$ cat src/rtl/ram_bist_pkg.sv
// Shared state encoding and phase helpers for the RAM march tester.
package ram_bist_pkg;

  typedef enum logic [2:0] {
    IDLE = 3'd0,
    W0   = 3'd1,
    R0   = 3'd2,
    W1   = 3'd3,
    R1   = 3'd4,
    DONE = 3'd5
  } state_t;

  localparam logic [2:0] ST_IDLE = 3'd0;
  localparam logic [2:0] ST_DONE = 3'd5;

  function automatic logic phase_active(input state_t s);
    return (s == W0) || (s == R0) || (s == W1) || (s == R1);
  endfunction

  // W0/R0 walk addresses upward, W1/R1 walk downward
  function automatic logic phase_up(input state_t s);
    return (s == W0) || (s == R0);
  endfunction

  // Phases that use the inverted background ~P
  function automatic logic phase_inv(input state_t s);
    return (s == W1) || (s == R1);
  endfunction

  function automatic logic phase_wr(input state_t s);
    return (s == W0) || (s == W1);
  endfunction

  function automatic logic phase_rd(input state_t s);
    return (s == R0) || (s == R1);
  endfunction

endpackage

$ cat src/rtl/ram_bist_addr_gen.sv
// Up/down address counter with synchronous load and end-of-phase flag.
module ram_bist_addr_gen #(
  parameter int ADDR_W = 3
) (
  input  logic              clk,
  input  logic              rst_n,
  input  logic              load,
  input  logic [ADDR_W-1:0] load_val,
  input  logic              en,
  input  logic              up,
  output logic [ADDR_W-1:0] addr,
  output logic              last
);

  assign last = up ? (addr == '1) : (addr == '0);

  always_ff @(posedge clk or negedge rst_n) begin
    if (!rst_n)    addr <= '0;
    else if (load) addr <= load_val;
    else if (en)   addr <= up ? addr + 1'b1 : addr - 1'b1;
  end

endmodule

$ cat src/rtl/ram_bist_ctrl.sv
// March tester for a small synchronous-write RAM port: W0/R0 with P, W1/R1 with ~P.
// Optional BIST_STOP_ON_FAIL_EN ends the march at the first mismatch.
module ram_bist_ctrl
  import ram_bist_pkg::*;
#(
  parameter int               DATA_W  = 8,
  parameter int               ADDR_W  = 3,
  parameter logic [DATA_W-1:0] PATTERN = 8'h55
) (
  input  logic              clk,
  input  logic              rst_n,
  input  logic              start,
  output logic              busy,
  output logic              done,
  output logic              pass,
  output logic [ADDR_W-1:0] fail_addr,
  output logic [ADDR_W+1:0] err_count,
  output logic              ram_wr,
  output logic              ram_rd,
  output logic [ADDR_W-1:0] ram_add,
  output logic [DATA_W-1:0] ram_data_in,
  input  logic [DATA_W-1:0] ram_data_out
);

  localparam int CNT_W = ADDR_W + 2;

  state_t              state, state_n;
  logic                load, cnt_en, last, mismatch, restart;
  logic [ADDR_W-1:0]   load_val, fail_n;
  logic [CNT_W-1:0]    err_n;
  logic [DATA_W-1:0]   exp_word;

  // RAM read is combinational, so compare against the word addressed this cycle
  assign exp_word = phase_inv(state) ? ~PATTERN : PATTERN;
  assign mismatch = ram_rd && (ram_data_out != exp_word);
  assign restart  = ((state == IDLE) || (state == DONE)) && start;

  always_ff @(posedge clk or negedge rst_n) begin
    if (!rst_n) state <= IDLE;
    else        state <= state_n;
  end

  always_comb begin
    state_n = state;
    case (state)
      IDLE, DONE: if (start) state_n = W0;
      W0:         if (last)  state_n = R0;
      R0:         if (last)  state_n = W1;
      W1:         if (last)  state_n = R1;
      R1:         if (last)  state_n = DONE;
      default:               state_n = IDLE;
    endcase
`ifdef BIST_STOP_ON_FAIL_EN
    if (mismatch) state_n = DONE;
`endif
  end

  // Counter reloads on every state change with the start address of the new phase
  always_comb begin
    load     = (state_n != state);
    load_val = (phase_active(state_n) && !phase_up(state_n)) ? '1 : '0;
    cnt_en   = phase_active(state) && !load;
  end

  ram_bist_addr_gen #(.ADDR_W(ADDR_W)) u_addr_gen (
    .clk      (clk),
    .rst_n    (rst_n),
    .load     (load),
    .load_val (load_val),
    .en       (cnt_en),
    .up       (phase_up(state)),
    .addr     (ram_add),
    .last     (last)
  );

  always_comb begin
    err_n  = err_count;
    fail_n = fail_addr;
    if (restart) begin
      err_n  = '0;
      fail_n = '0;
    end else if (mismatch) begin
      if (err_count == '0) fail_n = ram_add;
      if (!(&err_count))   err_n  = err_count + CNT_W'(1);
    end
  end

  always_ff @(posedge clk or negedge rst_n) begin
    if (!rst_n) begin
      busy        <= 1'b0;
      done        <= 1'b0;
      pass        <= 1'b0;
      fail_addr   <= '0;
      err_count   <= '0;
      ram_wr      <= 1'b0;
      ram_rd      <= 1'b0;
      ram_data_in <= '0;
    end else begin
      busy        <= phase_active(state_n);
      done        <= (state_n == DONE);
      pass        <= (state_n == DONE) && (err_n == '0);
      fail_addr   <= fail_n;
      err_count   <= err_n;
      ram_wr      <= phase_wr(state_n);
      ram_rd      <= phase_rd(state_n);
      ram_data_in <= (state_n == W0) ? PATTERN :
                     (state_n == W1) ? ~PATTERN : '0;
    end
  end

endmodule

$ cat config.mk
export PLATFORM = sky130hd
export DESIGN_NAME = ram_bist_ctrl
export DESIGN_NICKNAME = d
export VERILOG_FILES = /design/src/rtl/ram_bist_pkg.sv /design/src/rtl/ram_bist_addr_gen.sv /design/src/rtl/ram_bist_ctrl.sv
export SDC_FILE = /design/constraint.sdc
export NUM_CORES = 1
export LEC_CHECK = 0
export BUFFER_PORTS_ARGS = -buffer_cell sky130_fd_sc_hd__buf_2
export CAP_MARGIN = 20
export CORE_MARGIN = 10
export CORE_UTILIZATION = 35
export DETAILED_ROUTE_END_ITERATION = 10
export SLEW_MARGIN = 20
export SYNTH_ARGS = -nofsm -noshare
export SYNTH_HDL_FRONTEND = slang
export SYNTH_HIERARCHICAL = 1
export SYNTH_SLANG_ARGS = --single-unit
$ cat constraint.sdc
create_clock -name clk -period 2.66 [get_ports clk]
set_clock_uncertainty 0.1 [all_clocks]
set_input_delay 0.266 -clock clk [delete_from_list [all_inputs] [get_ports clk]]
set_output_delay 0.266 -clock clk [all_outputs]
set_load 0.05 [all_outputs]
==> Word-level counts from Yosys, hierarchy flattened <==
Cells that the tools add are included.
{ "totals": {"register_bits": 27, "elab_cells": 73, "out_inout_bits": 24, "inputBits": 11} }
{ "classes": {"mux": 20, "n_reduce_logical": 27, "addsub": 3, "eq_ne": 13} }
{ "ops": {"columns": ["operator", "count"], "rows": [
  ["3-bit two-way mux", 12],
  ["8-bit two-way mux", 3],
  ["3-bit equality test, second input constant", 5],
  ["5-bit two-way mux", 3],
  ["3-bit case mux with 5 select lines", 1],
  ["3-bit by 2-bit equality test with 1-bit output, second input constant", 4],
  ["5-bit zero test", 2],
  ["1-bit logical OR", 10],
  ["8-bit inequality test", 1],
  ["3-bit by 1-bit equality test with 1-bit output, second input constant", 2],
  ["3-bit zero test", 2],
  ["2-bit nonzero test", 3],
  ["5-bit by 1-bit adder with 5-bit output, second input constant", 1],
  ["1-bit logical AND", 5],
  ["5-bit AND reduction", 1],
  ["3-bit by 1-bit adder with 3-bit output, second input constant", 1],
  ["3-bit inequality test", 1],
  ["3-bit by 1-bit subtractor with 3-bit output, second input constant", 1],
  ["1-bit zero test", 2],
  ["2-bit AND reduction", 1],
  ["2-bit OR reduction", 1],
  ["1-bit two-way mux", 1]
]} }

==> Depth between registers and ports, before layout <==
{ "logic_depth": {"word_depth": 12, "mapped_depth": 12} }

==> By module <==
Netlist, hierarchy kept.
{ "by_module_without_submodules": {"columns": ["mod", "area_per_inst_um2", "seq_area_each_um2", "instances", "cells_per_inst"], "rows": [
  ["ram_bist_ctrl", 1107.3, 450.4, 1, 118],
  ["ram_bist_addr_gen", 200.2, 75.1, 1, 21]
]} }

==> Worst setup path before layout <==
OpenSTA, ideal clock, no wires.
{ "synth_timing": {"kind": "register to register", "start": "reg state[1]", "end": "reg u_addr_gen.addr[2]", "required_time_ns": 2.494, "stages_incl_launch_ff": 13, "path_slack_ns": 0.151, "arrival_ns": 2.344, "n_path_buf": 1, "synth_period_minus_slack_ns": 2.509, "path_cell_list": "dfrtp_1 -> clkbuf_1 -> xnor2_1 -> nor2_1 -> or4_1 -> nand2_1 -> nor2_1 -> a221oi_1 -> a41oi_1 -> nor3_1 -> a21o_1 -> a22oi_1 -> nand2_1"} }
{ "synth_via": {"elab_chain_len": 12, "elab_cells_between_ends": 34} }
{ "synth_rtl": {"columns": ["item", "line", "source"], "rows": [
  ["start: declaration", "ram_bist_ctrl.sv:27", "state_t state, state_n;"],
  ["start signal: assignment", "ram_bist_ctrl.sv:40", "else state <= state_n;"],
  ["3-bit by 1-bit equality test with 1-bit output / 3-bit by 2-bit equality test with 1-bit output (equally long branches)", "ram_bist_pkg.sv:22", "return (s == W0) || (s == R0);"],
  ["1-bit logical OR *", "ram_bist_pkg.sv:22", null],
  ["1-bit two-way mux *", "ram_bist_addr_gen.sv:15", "assign last = up ? (addr == '1) : (addr == '0);"],
  ["named net last", "ram_bist_ctrl.sv:28", "logic load, cnt_en, last, mismatch, restart;"],
  ["3-bit two-way mux, on equally long branches", null, null],
  ["3-bit case mux with 5 select lines *", "ram_bist_ctrl.sv:45", "case (state)"],
  ["3-bit by 1-bit equality test with 1-bit output / 3-bit by 2-bit equality test with 1-bit output (equally long branches)", "ram_bist_pkg.sv:17, ram_bist_pkg.sv:22", null],
  ["1-bit logical OR", "ram_bist_pkg.sv:17, ram_bist_pkg.sv:22", null],
  ["1-bit logical OR (2 in a row)", "ram_bist_pkg.sv:17", "return (s == W0) || (s == R0) || (s == W1) || (s == R1);"],
  ["1-bit logical AND", "ram_bist_ctrl.sv:61", "load_val = (phase_active(state_n) && !phase_up(state_n)) ? '1 : '0;"],
  ["3-bit two-way mux", "ram_bist_ctrl.sv:61", null],
  ["3-bit two-way mux", "ram_bist_addr_gen.sv:19", "else if (load) addr <= load_val;"],
  ["end signal: assignment", "ram_bist_addr_gen.sv:19", null],
  ["end signal: assignment", "ram_bist_addr_gen.sv:20", "else if (en) addr <= up ? addr + 1'b1 : addr - 1'b1;"],
  ["end: declaration", "ram_bist_addr_gen.sv:11", "output logic [ADDR_W-1:0] addr,"]
]} }
The timed path passes the listed nets; every way through them passes the cells marked *. The select of a mux whose other input is x is not followed.
A chain may end at the register's enable or synchronous reset.

==> Final worst setup path <==
{ "layout_timing": {"start": "reg state[0]", "end": "reg u_addr_gen.addr[0]"} }
{ "layout_via": {"elab_chain_len": 12, "elab_cells_between_ends": 34} }
{ "layout_rtl": {"columns": ["item", "line", "source"], "rows": [
  ["3-bit by 1-bit equality test with 1-bit output / 3-bit by 2-bit equality test with 1-bit output (equally long branches)", "ram_bist_pkg.sv:22", null],
  ["1-bit logical OR *", "ram_bist_pkg.sv:22", null],
  ["1-bit two-way mux *", "ram_bist_addr_gen.sv:15", null],
  ["named net last", "ram_bist_ctrl.sv:28", null],
  ["3-bit two-way mux, on equally long branches", null, null],
  ["3-bit case mux with 5 select lines *", "ram_bist_ctrl.sv:45", null],
  ["3-bit by 1-bit equality test with 1-bit output / 3-bit by 2-bit equality test with 1-bit output (equally long branches)", "ram_bist_pkg.sv:17, ram_bist_pkg.sv:22", null],
  ["1-bit logical OR", "ram_bist_pkg.sv:17, ram_bist_pkg.sv:22", null],
  ["1-bit logical OR (2 in a row)", "ram_bist_pkg.sv:17", null],
  ["1-bit logical AND *", "ram_bist_ctrl.sv:61", null],
  ["3-bit two-way mux *", "ram_bist_ctrl.sv:61", null],
  ["named net load_val[0]", "ram_bist_ctrl.sv:29", "logic [ADDR_W-1:0] load_val, fail_n;"],
  ["3-bit two-way mux *", "ram_bist_addr_gen.sv:19", null]
]} }
Marks and branches as above.

==> flow_metrics.env <==
export IMPL_final_antenna_net_count=0
export IMPL_ys_ff_latch=21
export IMPL_clock_sinks=21
export IMPL_preCtsSetupSlack_ps=124
export IMPL_reg2reg_to="u_addr_gen/addr[0]$_DFFE_PN0P_"
export IMPL_r2r_setup_slack_ps=210
export IMPL_grt_ovfl_total=0
export IMPL_synth_simple_area_share_pct=24.6
export IMPL_cts_inserted_buffers=3
export IMPL_met2_length_um=1720
export IMPL_crit_start="state[0]$_DFF_PN0_"
export IMPL_finalSetupViolations=0
export IMPL_wl_per_cell_um=14.6
export IMPL_dr_max_layer_used="met4"
export IMPL_die_w_um=81.1
export IMPL_hold_violations=0
export IMPL_reg2reg_from="state[0]$_DFF_PN0_"
export IMPL_drv_slew=0
export IMPL_synth_warnings=6
export IMPL_fin_crit_ps=2450
export IMPL_cp_required_ps=2720
export IMPL_synth_compound_area_share_pct=16.6
export IMPL_dr_wl_met3_um=209
export IMPL_path_clk_slew_ps=80
export IMPL_yosysSeqAreaShare_pct=40.2
export IMPL_port_buffers=34
export IMPL_worstSetupPathType="reg2reg"
export IMPL_num_vias=1159
export IMPL_syn_inst=139
export IMPL_routed_via_density=5.27
export IMPL_hpwl_um=2610
export IMPL_ios=35
export IMPL_drcViolationCount=0
export IMPL_clkLatencyLatePin_ps=260
export IMPL_postSynthAreaPerCell_um2=9.41
export IMPL_cts_tree="done"
export IMPL_synthAdderAreaFrac_pct=3.44
export IMPL_dr_pass1_iters=4
export IMPL_clk_path_buf_depth=2
export IMPL_worstPathMaxFanout=7
export IMPL_path_cells="xnor2_1, nor2_1, or4_1, nand2_1, nor2_2, a221oi_1, a41oi_1, nor3_2, a21o_1, nand2_1, o21ai_0"
export IMPL_synth_top_area_share_pct=40.2
export IMPL_fin_setup_tns_ps=0
export IMPL_grt_util_all_layers_pct=10.2
export IMPL_synth_edf_count=0
export IMPL_finalNetCount=187
export IMPL_fmax_ghz=0.408
export IMPL_drt_total_wl_um=3220
export IMPL_synth_ff_type="dfrtp_1"
export IMPL_status="finished clean"
export IMPL_antenna_found_initial=0
export IMPL_yosysTopAreaCell="dfrtp_1"
export IMPL_die_area_um2=6580
export IMPL_syn_area_um2=1310
export IMPL_dr_first_iter_drc_count=38
export IMPL_synthArstFlopShare_pct=100
export IMPL_end_kind="flop"
export IMPL_h_tree_depth=1
export IMPL_max_cap_violations=0
export IMPL_crit_arrival_ps=2510
export IMPL_coreArea_um2=3630
export IMPL_fin_util_pct=43.0
export IMPL_cpMostUsedCell="nand2_1"
export IMPL_syn2layout_area_growth_pct=19.5
export IMPL_synth_cell_type_count=49
export IMPL_grt_pass1_vias=1183
export IMPL_rsz0062_at_grt="false"
export IMPL_root_buffer="clkbuf_8"
export IMPL_row_count=22
export IMPL_grt_pass1_wl_um=5500
export IMPL_syn_nets=153
export IMPL_initial_utilization_pct=36.0
export IMPL_place_gp_congestion=0.838
export IMPL_post_cts_setup_buffers=0
export IMPL_min_path_type="in2reg"
export IMPL_crit_slowest_cell="dfrtp_1"
export IMPL_hold_depth=3
export IMPL_finalCritPeriodShare_pct=92.2
export IMPL_startpoint_type="flop"
export IMPL_critPathCapture="u_addr_gen/addr[0]$_DFFE_PN0P_"
export IMPL_drive_gt1_share_pct=29.7
export IMPL_relSlewSlack_pct=52.5
export IMPL_insertedDiodeCount=0
export IMPL_synth_mux_area_share_pct=3.06
export IMPL_die_y_um=81.1
export IMPL_timing_worst_slew_pin_value_ps=702
export IMPL_layout_setup_ws_ps=208
export IMPL_synth_area_leaders="dfrtp_1 (40%), buf_4 (4.0%), nand2_1 (3.4%)"
export IMPL_reg2reg_depth=11
export IMPL_grt_max_degree=22
export IMPL_max_stage_delay_ps=390
export IMPL_synthXorXnorAreaFrac_pct=4.02
export IMPL_synth_top_family_by_area="simple AND/OR/NAND/NOR gates"
export IMPL_wl_met1_um=1250
==> layout by cell type, fill, tap and decap left out, drive strengths merged, types with 5 or more instances in the layout <==
| master | n |
|---|---|
| nand4 | 6 |
| inv | 8 |
| o21ai | 5 |
| nor2 | 11 |
| xnor2 | 5 |
| buf | 39 |
| nand3 | 6 |
| dfrtp | 21 |
| nand2 | 12 |
| a21oi | 8 |
==> sequential cells by signal, summed over array words and instances (netlist names) <==
signal,flops
ram_rd,1
u_addr_gen/addr,3
ram_data_in,2
ram_wr,1
state,3
done,1
busy,1
fail_addr,3
pass,1
err_count,5
==> how the worst min path moves through the flow <==
stage / from / end
global placement: rst_n / ram_data_in[6]$_DFF_PN0_
floorplan: rst_n / busy$_DFF_PN0_
global route: start / ram_data_in[6]$_DFF_PN0_
CTS: start / ram_data_in[6]$_DFF_PN0_
finish: start / ram_data_in[6]$_DFF_PN0_
detailed placement: rst_n / busy$_DFF_PN0_
==> synth_stat cells (all sizes together), types with 2 or more instances <==
cell	number
ha	2
mux2i	4
clkbuf	2
inv	8
a21oi	8
nand3	6
buf	9
xnor2	5
a31oi	2
a221oi	2
nor4bb	2
a21o	2
dfrtp	21
nand4	6
nand2	12
o21ai	5
nand2b	4
a211oi	2
nor2	11
nor3b	2
nor3	2
==> kinds of logic (layout without fill, tap and decap cells) <==
group / after synthesis / in the layout
compound gates: 30 / 30
flops: 21 / 21
xor+xnor: 6 / 6
mux: 4 / 4
fa+ha+maj: 3 / 3
simple gates: 56 / 56
buf+inv: 19 / 52
==> cell type report <==
type,instances,area (um2)
clock buffer,3,41.3
fill,378,2070
sequential,21,526
clock inverter,1,5.00
tap,48,60.1
timing repair buffer,40,218
inverter,8,30.0
multi-input combinational,99,683
==> per-layer routing <==
| metal | up-vias | GRT usage [%] |
|---|---|---|
| met1 | 567 | 11.1 |
| met2 | 30 | 18.4 |
| met5 | - | 0 |
| met4 | 0 | 4.84 |
| li1 | 560 | - |
| met3 | 2 | 2.32 |
==> worst max-delay path, delay by kind of cell, from the launching register on <==
family / cells / cell delay (ps)
xor+xnor: 1 / 150
flops: 1 / 390
compound gates: 4 / 680
simple gates: 6 / 1020
==> what timing repair did <==
action,CTS,global route
endpoints found under the setup margin,0,3
gates resized for setup,0,2
hold endpoints to repair,21,0
hold buffers,1,0
==> per-stage QoR <==
step | hold slack, ps | instances | cell area (um2)
floorplan | -130 | 139 | 1310
global placement | 146 | 215 | 1500
detailed placement | 157 | 215 | 1500
CTS | 247 | 220 | 1560
global route | 252 | 220 | 1560
finish | 253 | 220 | 1560
Power is left out: the tool's default activity adds up to more than one toggle a clock period on the data nets, which glitch-free logic cannot reach.
